## config.mk

```make
export PLATFORM = sky130hd
export DESIGN_NAME = writeback_queue
export DESIGN_NICKNAME = d
export VERILOG_FILES = /design/src/rtl/writeback_queue.sv
export SDC_FILE = /design/constraint.sdc
export NUM_CORES = 1
export LEC_CHECK = 0
export CORE_ASPECT_RATIO = 1.75
export CORE_MARGIN = 2
export CORE_UTILIZATION = 59
export DETAILED_ROUTE_END_ITERATION = 8
export PLACE_DENSITY = 0.87
export REMOVE_ABC_BUFFERS = 1
export SLEW_MARGIN = 30
export SYNTH_ARGS = -nofsm -noshare
export SYNTH_HDL_FRONTEND = slang
export SYNTH_SLANG_ARGS = --single-unit
```

## constraint.sdc

```tcl
create_clock -name clk -period 4.4 [get_ports clk]
set_input_delay 0.44 -clock clk [delete_from_list [all_inputs] [get_ports clk]]
set_output_delay 0.44 -clock clk [all_outputs]
set_load 0.01 [all_outputs]
```

## src/rtl/writeback_queue.sv

```systemverilog
// Writeback queue: buffers decoded results, presents the oldest to the
// register file, and offers a combinational bypass lookup.
// Ports:
//   clk, rst (sync, active-high), flush
//   in_*: offer (valid/ready), result select (jump, mem_access), dest and flags
//   alu_data, mem_data, pc: result sources captured at enqueue
//   wb_*: head entry (valid/ready), driven from stored state only
//   lookup_addr, lookup_hit, lookup_data: youngest-match bypass
//   count: number of queued entries

`ifndef PC_SIZE
`define PC_SIZE 16
`endif

module writeback_queue #(
    parameter int DATA_W = 16,
    parameter int ADDR_W = 4,
    parameter int PC_W   = `PC_SIZE,
    parameter int DEPTH  = 4
) (
    input  logic                         clk,
    input  logic                         rst,
    input  logic                         flush,
    input  logic                         in_valid,
    output logic                         in_ready,
    input  logic                         in_use_rw,
    input  logic [ADDR_W-1:0]            in_rw_addr,
    input  logic                         in_write_ps,
    input  logic                         in_jump,
    input  logic                         in_mem_access,
    input  logic [DATA_W-1:0]            alu_data,
    input  logic [DATA_W-1:0]            mem_data,
    input  logic [PC_W-1:0]              pc,
    output logic                         wb_valid,
    input  logic                         wb_ready,
    output logic                         wb_use_rw,
    output logic [ADDR_W-1:0]            wb_rw_addr,
    output logic [DATA_W-1:0]            wb_data,
    output logic                         wb_write_ps,
    output logic                         wb_ps,
    input  logic [ADDR_W-1:0]            lookup_addr,
    output logic                         lookup_hit,
    output logic [DATA_W-1:0]            lookup_data,
    output logic [$clog2(DEPTH):0]       count
);

    localparam int PTR_W = $clog2(DEPTH);
    localparam int CNT_W = PTR_W + 1;
    localparam logic [CNT_W-1:0] FULL = CNT_W'(DEPTH);

    logic [PTR_W-1:0]  rd_ptr;
    logic [PTR_W-1:0]  wr_ptr;
    logic [CNT_W-1:0]  cnt;
    logic [DEPTH-1:0]  vld;
    logic [DEPTH-1:0]  use_q;
    logic [DEPTH-1:0]  wps_q;
    logic [DEPTH-1:0]  ps_q;
    logic [ADDR_W-1:0] addr_q [DEPTH];
    logic [DATA_W-1:0] data_q [DEPTH];

    logic [DATA_W-1:0] pc_ext;
    logic [DATA_W-1:0] ent_data;
    logic              push;
    logic              pop;

    generate
        if (PC_W >= DATA_W) begin : g_pc_trunc
            assign pc_ext = pc[DATA_W-1:0];
        end else begin : g_pc_zext
            assign pc_ext = {{(DATA_W-PC_W){1'b0}}, pc};
        end
    endgenerate

    // Link value wins over load data, load data over ALU result.
    always_comb begin
        ent_data = alu_data;
        if (in_jump)
            ent_data = pc_ext + DATA_W'(1);
        else if (in_mem_access)
            ent_data = mem_data;
    end

    assign in_ready = (cnt < FULL);
    assign wb_valid = (cnt != '0);
    assign count    = cnt;

    // Offers that write nothing are accepted but never stored.
    assign push = in_valid & in_ready & ~flush
                & (in_use_rw | in_write_ps);
    assign pop  = wb_valid & wb_ready & ~flush;

    always_ff @(posedge clk) begin
        if (rst) begin
            rd_ptr <= '0;
            wr_ptr <= '0;
            cnt    <= '0;
            vld    <= '0;
            use_q  <= '0;
            wps_q  <= '0;
            ps_q   <= '0;
        end else if (flush) begin
            rd_ptr <= '0;
            wr_ptr <= '0;
            cnt    <= '0;
            vld    <= '0;
        end else begin
            if (push) begin
                wr_ptr        <= wr_ptr + PTR_W'(1);
                vld[wr_ptr]   <= 1'b1;
                use_q[wr_ptr] <= in_use_rw;
                wps_q[wr_ptr] <= in_write_ps;
                ps_q[wr_ptr]  <= alu_data[0];
            end
            if (pop) begin
                rd_ptr      <= rd_ptr + PTR_W'(1);
                vld[rd_ptr] <= 1'b0;
            end
            case ({push, pop})
                2'b10:   cnt <= cnt + CNT_W'(1);
                2'b01:   cnt <= cnt - CNT_W'(1);
                default: cnt <= cnt;
            endcase
        end
    end

    // Payload storage needs no reset; validity lives in vld.
    always_ff @(posedge clk) begin
        if (push && !rst) begin
            addr_q[wr_ptr] <= in_rw_addr;
            data_q[wr_ptr] <= ent_data;
        end
    end

    // Walk oldest to youngest so the youngest match is the last one kept.
    logic [PTR_W-1:0] lk_idx;
    always_comb begin
        lookup_hit  = 1'b0;
        lookup_data = '0;
        lk_idx      = '0;
        for (int i = 0; i < DEPTH; i++) begin
            lk_idx = rd_ptr + PTR_W'(i);
            if (vld[lk_idx] && use_q[lk_idx]
                && addr_q[lk_idx] == lookup_addr) begin
                lookup_hit  = 1'b1;
                lookup_data = data_q[lk_idx];
            end
        end
    end

    assign wb_use_rw   = wb_valid & use_q[rd_ptr];
    assign wb_write_ps = wb_valid & wps_q[rd_ptr];
    assign wb_ps       = wb_valid & ps_q[rd_ptr];
    assign wb_rw_addr  = wb_valid ? addr_q[rd_ptr] : '0;
    assign wb_data     = wb_valid ? data_q[rd_ptr] : '0;

endmodule

```

After elaboration in Yosys (flattened, before gate mapping):

Memory sizes are Yosys's and may differ from the RTL's. A register that Yosys moved wholly into a read port is not among the register bits.
Index checks and enable logic that the tools add are counted.

* bits in registers: 23
* bits in writable memories: 80
* bits of input ports: 65
* output and inout bits: 45
* logic and storage cells: 109
* memories kept: 2

Memory list
* data_q: words 4, width 16, read ports 4, clocked after Yosys merged registers in 1, write ports 1, RTL line 59 `logic [DATA_W-1:0] data_q [DEPTH];`
* addr_q: words 4, width 4, read ports 4, clocked after Yosys merged registers in 1, write ports 1, RTL line 58 `logic [ADDR_W-1:0] addr_q [DEPTH];`

* add/subtract/negate cells: 7
* magnitude comparators: 8
* equal/unequal tests: 6
* muxes and demuxes: 50
* bitwise logic cells: 13
* reduce and logical (&&, ||, !) cells: 16

Operators with widths (number)
* $mux 16: 7
* $bmux 1 s2: 10
* $mux 4: 5
* $mux 1: 18
* $add 16x1->16 const B: 1
* $eq 4x4->1: 4
* $lt 2x3->1 const B: 5
* $bwmux 4: 3
* $logic_and 1x1->1: 11
* $and 1x1->1: 8
* $mux 2: 4
* $pmux 3 s2: 1
* $add 2x1->2 const B: 2
* $add 2x2->2 const B: 2
* $and 4x4->4: 1
* $demux 1 s2: 2
* $ge 2x1->1 const B: 2
* $not 4->4: 1
* $or 4x4->4: 1
* $add 3x1->3 const B: 1
* $lt 3x3->1 const B: 1
* $reduce_bool 3->1: 1
* $sub 3x1->3 const B: 1
* $eq 2x1->1 const B: 1
* 7 further kinds: 7

Depth between registers and ports, before layout:

* depth in word-level cells: 10
* gate-level depth with buffers: 13
* depth with buffers taken out: 10

Least setup slack after synthesis:

OpenSTA, ideal clock, no wires.

* path kind: register to output
* start: register rd_ptr[1]
* end: output lookup_data[14]
* data arrival time: 2.537 ns
* required time: 3.960 ns
* slack: 1.423 ns
* stages on the path, launching flop included: 11
* path buffers: 4
* cells stage by stage: dfxtp_1 > clkbuf_1 > buf_1 > inv_1 > ha_1 > clkbuf_1 > clkbuf_1 > nand2_1 > o21ai_0 > mux2i_1 > o31ai_1

* word-level cells in the longest chain between the ends: 8
* elaborated cells between the ends (all ways): 36
* classes of those cells: add/sub (3); eq/ne (3); mux (20); reduce/logical (8); memory (2)

Ends and longest elaborated chain
* start, declared: RTL line 51 `logic [PTR_W-1:0] rd_ptr;`
* start signal, assigned: RTL line 115 `rd_ptr <= rd_ptr + PTR_W'(1);`
* parallel branches: the longest is 7 deep, another holds $mem_v2 4x4
* $mux 16 (*): RTL line 142 `if (vld[lk_idx] && use_q[lk_idx]`
* end, declared: RTL line 43 `output logic [DATA_W-1:0] lookup_data,`

Mark *: on every way between the ends. The select of a mux whose other input is x is not followed.

Worst setup path after layout:

* start: register rd_ptr[0]
* end: output lookup_data[14]

* elaborated cells between the ends (all ways): 36
* classes of those cells: add/sub (3); eq/ne (3); mux (20); reduce/logical (8); memory (2)

RTL lines
* $add 2x2->2 (*): RTL line 141 `lk_idx = rd_ptr + PTR_W'(i);`
* via lk_idx[0]: RTL line 135 `logic [PTR_W-1:0] lk_idx;`
* parallel branches: the longest is 4 deep, another holds $mem_v2 4x4
* $mux 16 (*): RTL line 142

Mark *: on every way through the listed nets, which the timed path passes. The select of a mux whose other input is x is not followed.

==> key figures <==
Run status
  – Status: finished, final reports clean

GRT
  – Pin count of the biggest net entering global routing: 69
  – Initial antenna violation count: 0
  – GRT Util Overall: 30.8%
  – Grt ovf: 0
  – First-pass GRT wire length: 29900 um
  – Vias in the first global route: 5918

Floorplan
  – Core Area: 11500 sq um
  – Die Wd: 86.1 um
  – Starting Density: 60.4%
  – Rows: 52
  – Die ar.: 12700 sq um
  – Die height: 148 um
  – Ports: 110

Logic synthesis
  – Number of synthesized flops with an enable pin: 80
  – Post-Syn Area: 6960 sq um
  – Post-synthesis sequential area ratio: 41.7%
  – Post-Syn Instances: 618
  – Synth unique cells: 43
  – Asr flop ratio synth: 0%
  – Syn. warnings: 0
  – Yosys reg bits: 105
  – Main synth FF type: edfxtp_1
  – Avg Cell Area, Syn: 11.3 sq um

Power and ir drop
  – VDD IR-drop max: 0.283 mV
  – Static leakage: 2.63 nW
  – Power density cells: 250 nW/um^2

Detailed routing
  – Highest Signal Layer: met4
  – Final ANT Viol Nets: 0
  – DRT Pass-1 Iters: 5
  – Routed wire length per instance: 22.2 um
  – Total number of vias: 5629
  – Routed metal-1 wirelength: 6290 um
  – Residual DRC: 0
  – Via/cell ratio: 6.60
  – WL final: 18900 um
  – Met2 WL post-DR: 10400 um
  – Met3 WL: 1220 um
  – Initial DRC count: 498

Min path
  – Worst hold path class: flip-flop to flip-flop

STA
  – Peak Freq: 232 MHz
  – Slew Limit Fails: 0
  – RSZ-0062 raised after global routing: false
  – Final period utilization: 98.0%
  – Worst-case hold slack: 0.456 ns
  – Setup tns final: 0 ns
  – Final Setup Violations: 0
  – Worst-Margin Slew: 0.865 ns
  – Slew HR: 42.1%
  – Min Tclk post-route: 4.31 ns
  – Hold violation total from the final report: 0
  – Clk_skew: 0.00345 ns

Setup path
  – Worst setup EP type: output pin
  – Setup CP Type: flip-flop to output pin
  – Max Fanout on Critical Path: 68
  – Req. time, crit path: 3.96 ns
  – WP data arrival: 3.87 ns
  – CP Launch Type: flip-flop

Clock network
  – Clk_lat worst skew: 0.35 ns
  – CTS H-tree depth: 3
  – Number of clock sinks: 105
  – Clk slew on worst S/H paths: 0.07 ns
  – CTS tree: done
  – Root Driver: clkbuf_16
  – CTS buffer count: 9
  – Clk buf depth: 2
  – CTS Hold Bufs: 0
  – Post-cts sizing count: 0
  – Post-CTS Setup Inserts: 0

Placed design
  – Placed Instance Area: 8170 sq um
  – RePlAce Congestion: 0.925
  – Post-DP HPWL: 13600 um
  – PortBufs: 109

Final layout
  – Most common cell after layout, fill and taps aside: clkdlybuf4s50_1
  – Final nets: 789
  – Area growth, synth to finish: 21.9%
  – Final core utilization: 73.6%
  – Register area: 2910 sq um
  – Multi-input logic area: 3800 sq um
  – # diodes: 0
  – Design Area, Final: 8480 sq um
  – FILL cells: 745
  – Commonest non-fill, non-tap cells in the layout: clkdlybuf4s50_1 (108), edfxtp_1 (80), nand2_1 (65)
  – Layout cells sized above 1: 15.6%

Run
  – Max-cap viol count: 0
## area by class of cell
| type | count | area share [%] |
|---|---|---|
| tap | 135 | 1.99 |
| inverter | 12 | 0.531 |
| sequential | 105 | 34.3 |
| clock inverter | 6 | 0.856 |
| multi-input combinational | 454 | 44.8 |
| clock buffer | 10 | 2.82 |
| timing repair buffer | 131 | 14.8 |
## critical path: stages (launching register included)
cell and delay [ns]:
dfxtp_4 0.62, inv_1 0.15, ha_1 0.34, buf_4 0.51, o32ai_4 0.20, buf_4 0.24, nand2b_1 0.18, o31ai_1 0.59
clkdlybuf4s50_1 0.66
## registers in the layout, indices dropped and copies added (netlist names), named ones only
name	cells
addr_q	16
count	3
data_q	64
ps_q	4
rd_ptr	2
use_q	4
vld	4
wps_q	4
wr_ptr	2
## layer usage
layer / vias to the layer above / track usage (%)
met5: - / 0
met4: 0 / 17.1
met3: 86 / 5.75
met2: 298 / 56.1
met1: 2704 / 32.3
li1: 2541 / -
## power breakdown
part	total [mW]	switching, mW	leakage, nW	internal, mW
Combinational	0.216	0.108	1.56	0.108
Sequential	1.09	0.00765	0.925	1.08
Clock	0.817	0.352	0.153	0.465
Total	2.12	0.468	2.63	1.65
## cells in the mapped netlist (9+ instances only)
master,number,area share [%]
nor2_1,20,1.1
a221oi_2,15,3.2
a211oi_1,24,2.6
dfxtp_1,25,7.2
nand2_1,65,3.5
a21oi_1,26,1.9
o21ai_0,46,3.3
xnor2_1,13,1.6
buf_2,9,0.65
nand3_1,39,2.8
mux2i_1,39,5.6
mux2_2,17,2.8
ha_1,10,1.8
and2_1,24,2.2
edfxtp_1,80,35
nor3_1,17,1.2
mux4_2,35,11
clkbuf_1,21,1.1
inv_1,12,0.65
xor2_1,22,2.8
## cell families after synthesis
kind of cell	Yosys count	synth area share [%]
fa+ha+maj	11	2.09
flops	105	41.7
simple gates	192	13.5
mux	98	22.3
compound gates	118	11.9
xor+xnor	35	4.41
buf+inv	59	4.06
## metrics by stage
stage	power, mW	setup slack [ns]	cells
after global placement	1.32	0.743	837
after CTS	2.13	0.180	853
after detailed placement	1.32	0.568	837
after floorplan	1.20	-3.92	571
after global routing	2.18	0.0211	853
final	2.12	0.0901	853
## final timing paths
kind | endpoint | cells past startpoint | startpoint | slack [ns]
max reg2reg | count[2]$_SDFFE_PP0P_ | 11 | count[2]$_SDFFE_PP0P_ | 1.62
min reg2reg | ps_q[1]$_SDFFE_PP0P_ | 2 | ps_q[1]$_SDFFE_PP0P_ | 0.46
max | lookup_data[14] | 8 | rd_ptr[0]$_SDFFE_PP0N_ | 0.09
min | ps_q[1]$_SDFFE_PP0P_ | 2 | ps_q[1]$_SDFFE_PP0P_ | 0.46
(Power assumes the default switching activity.)
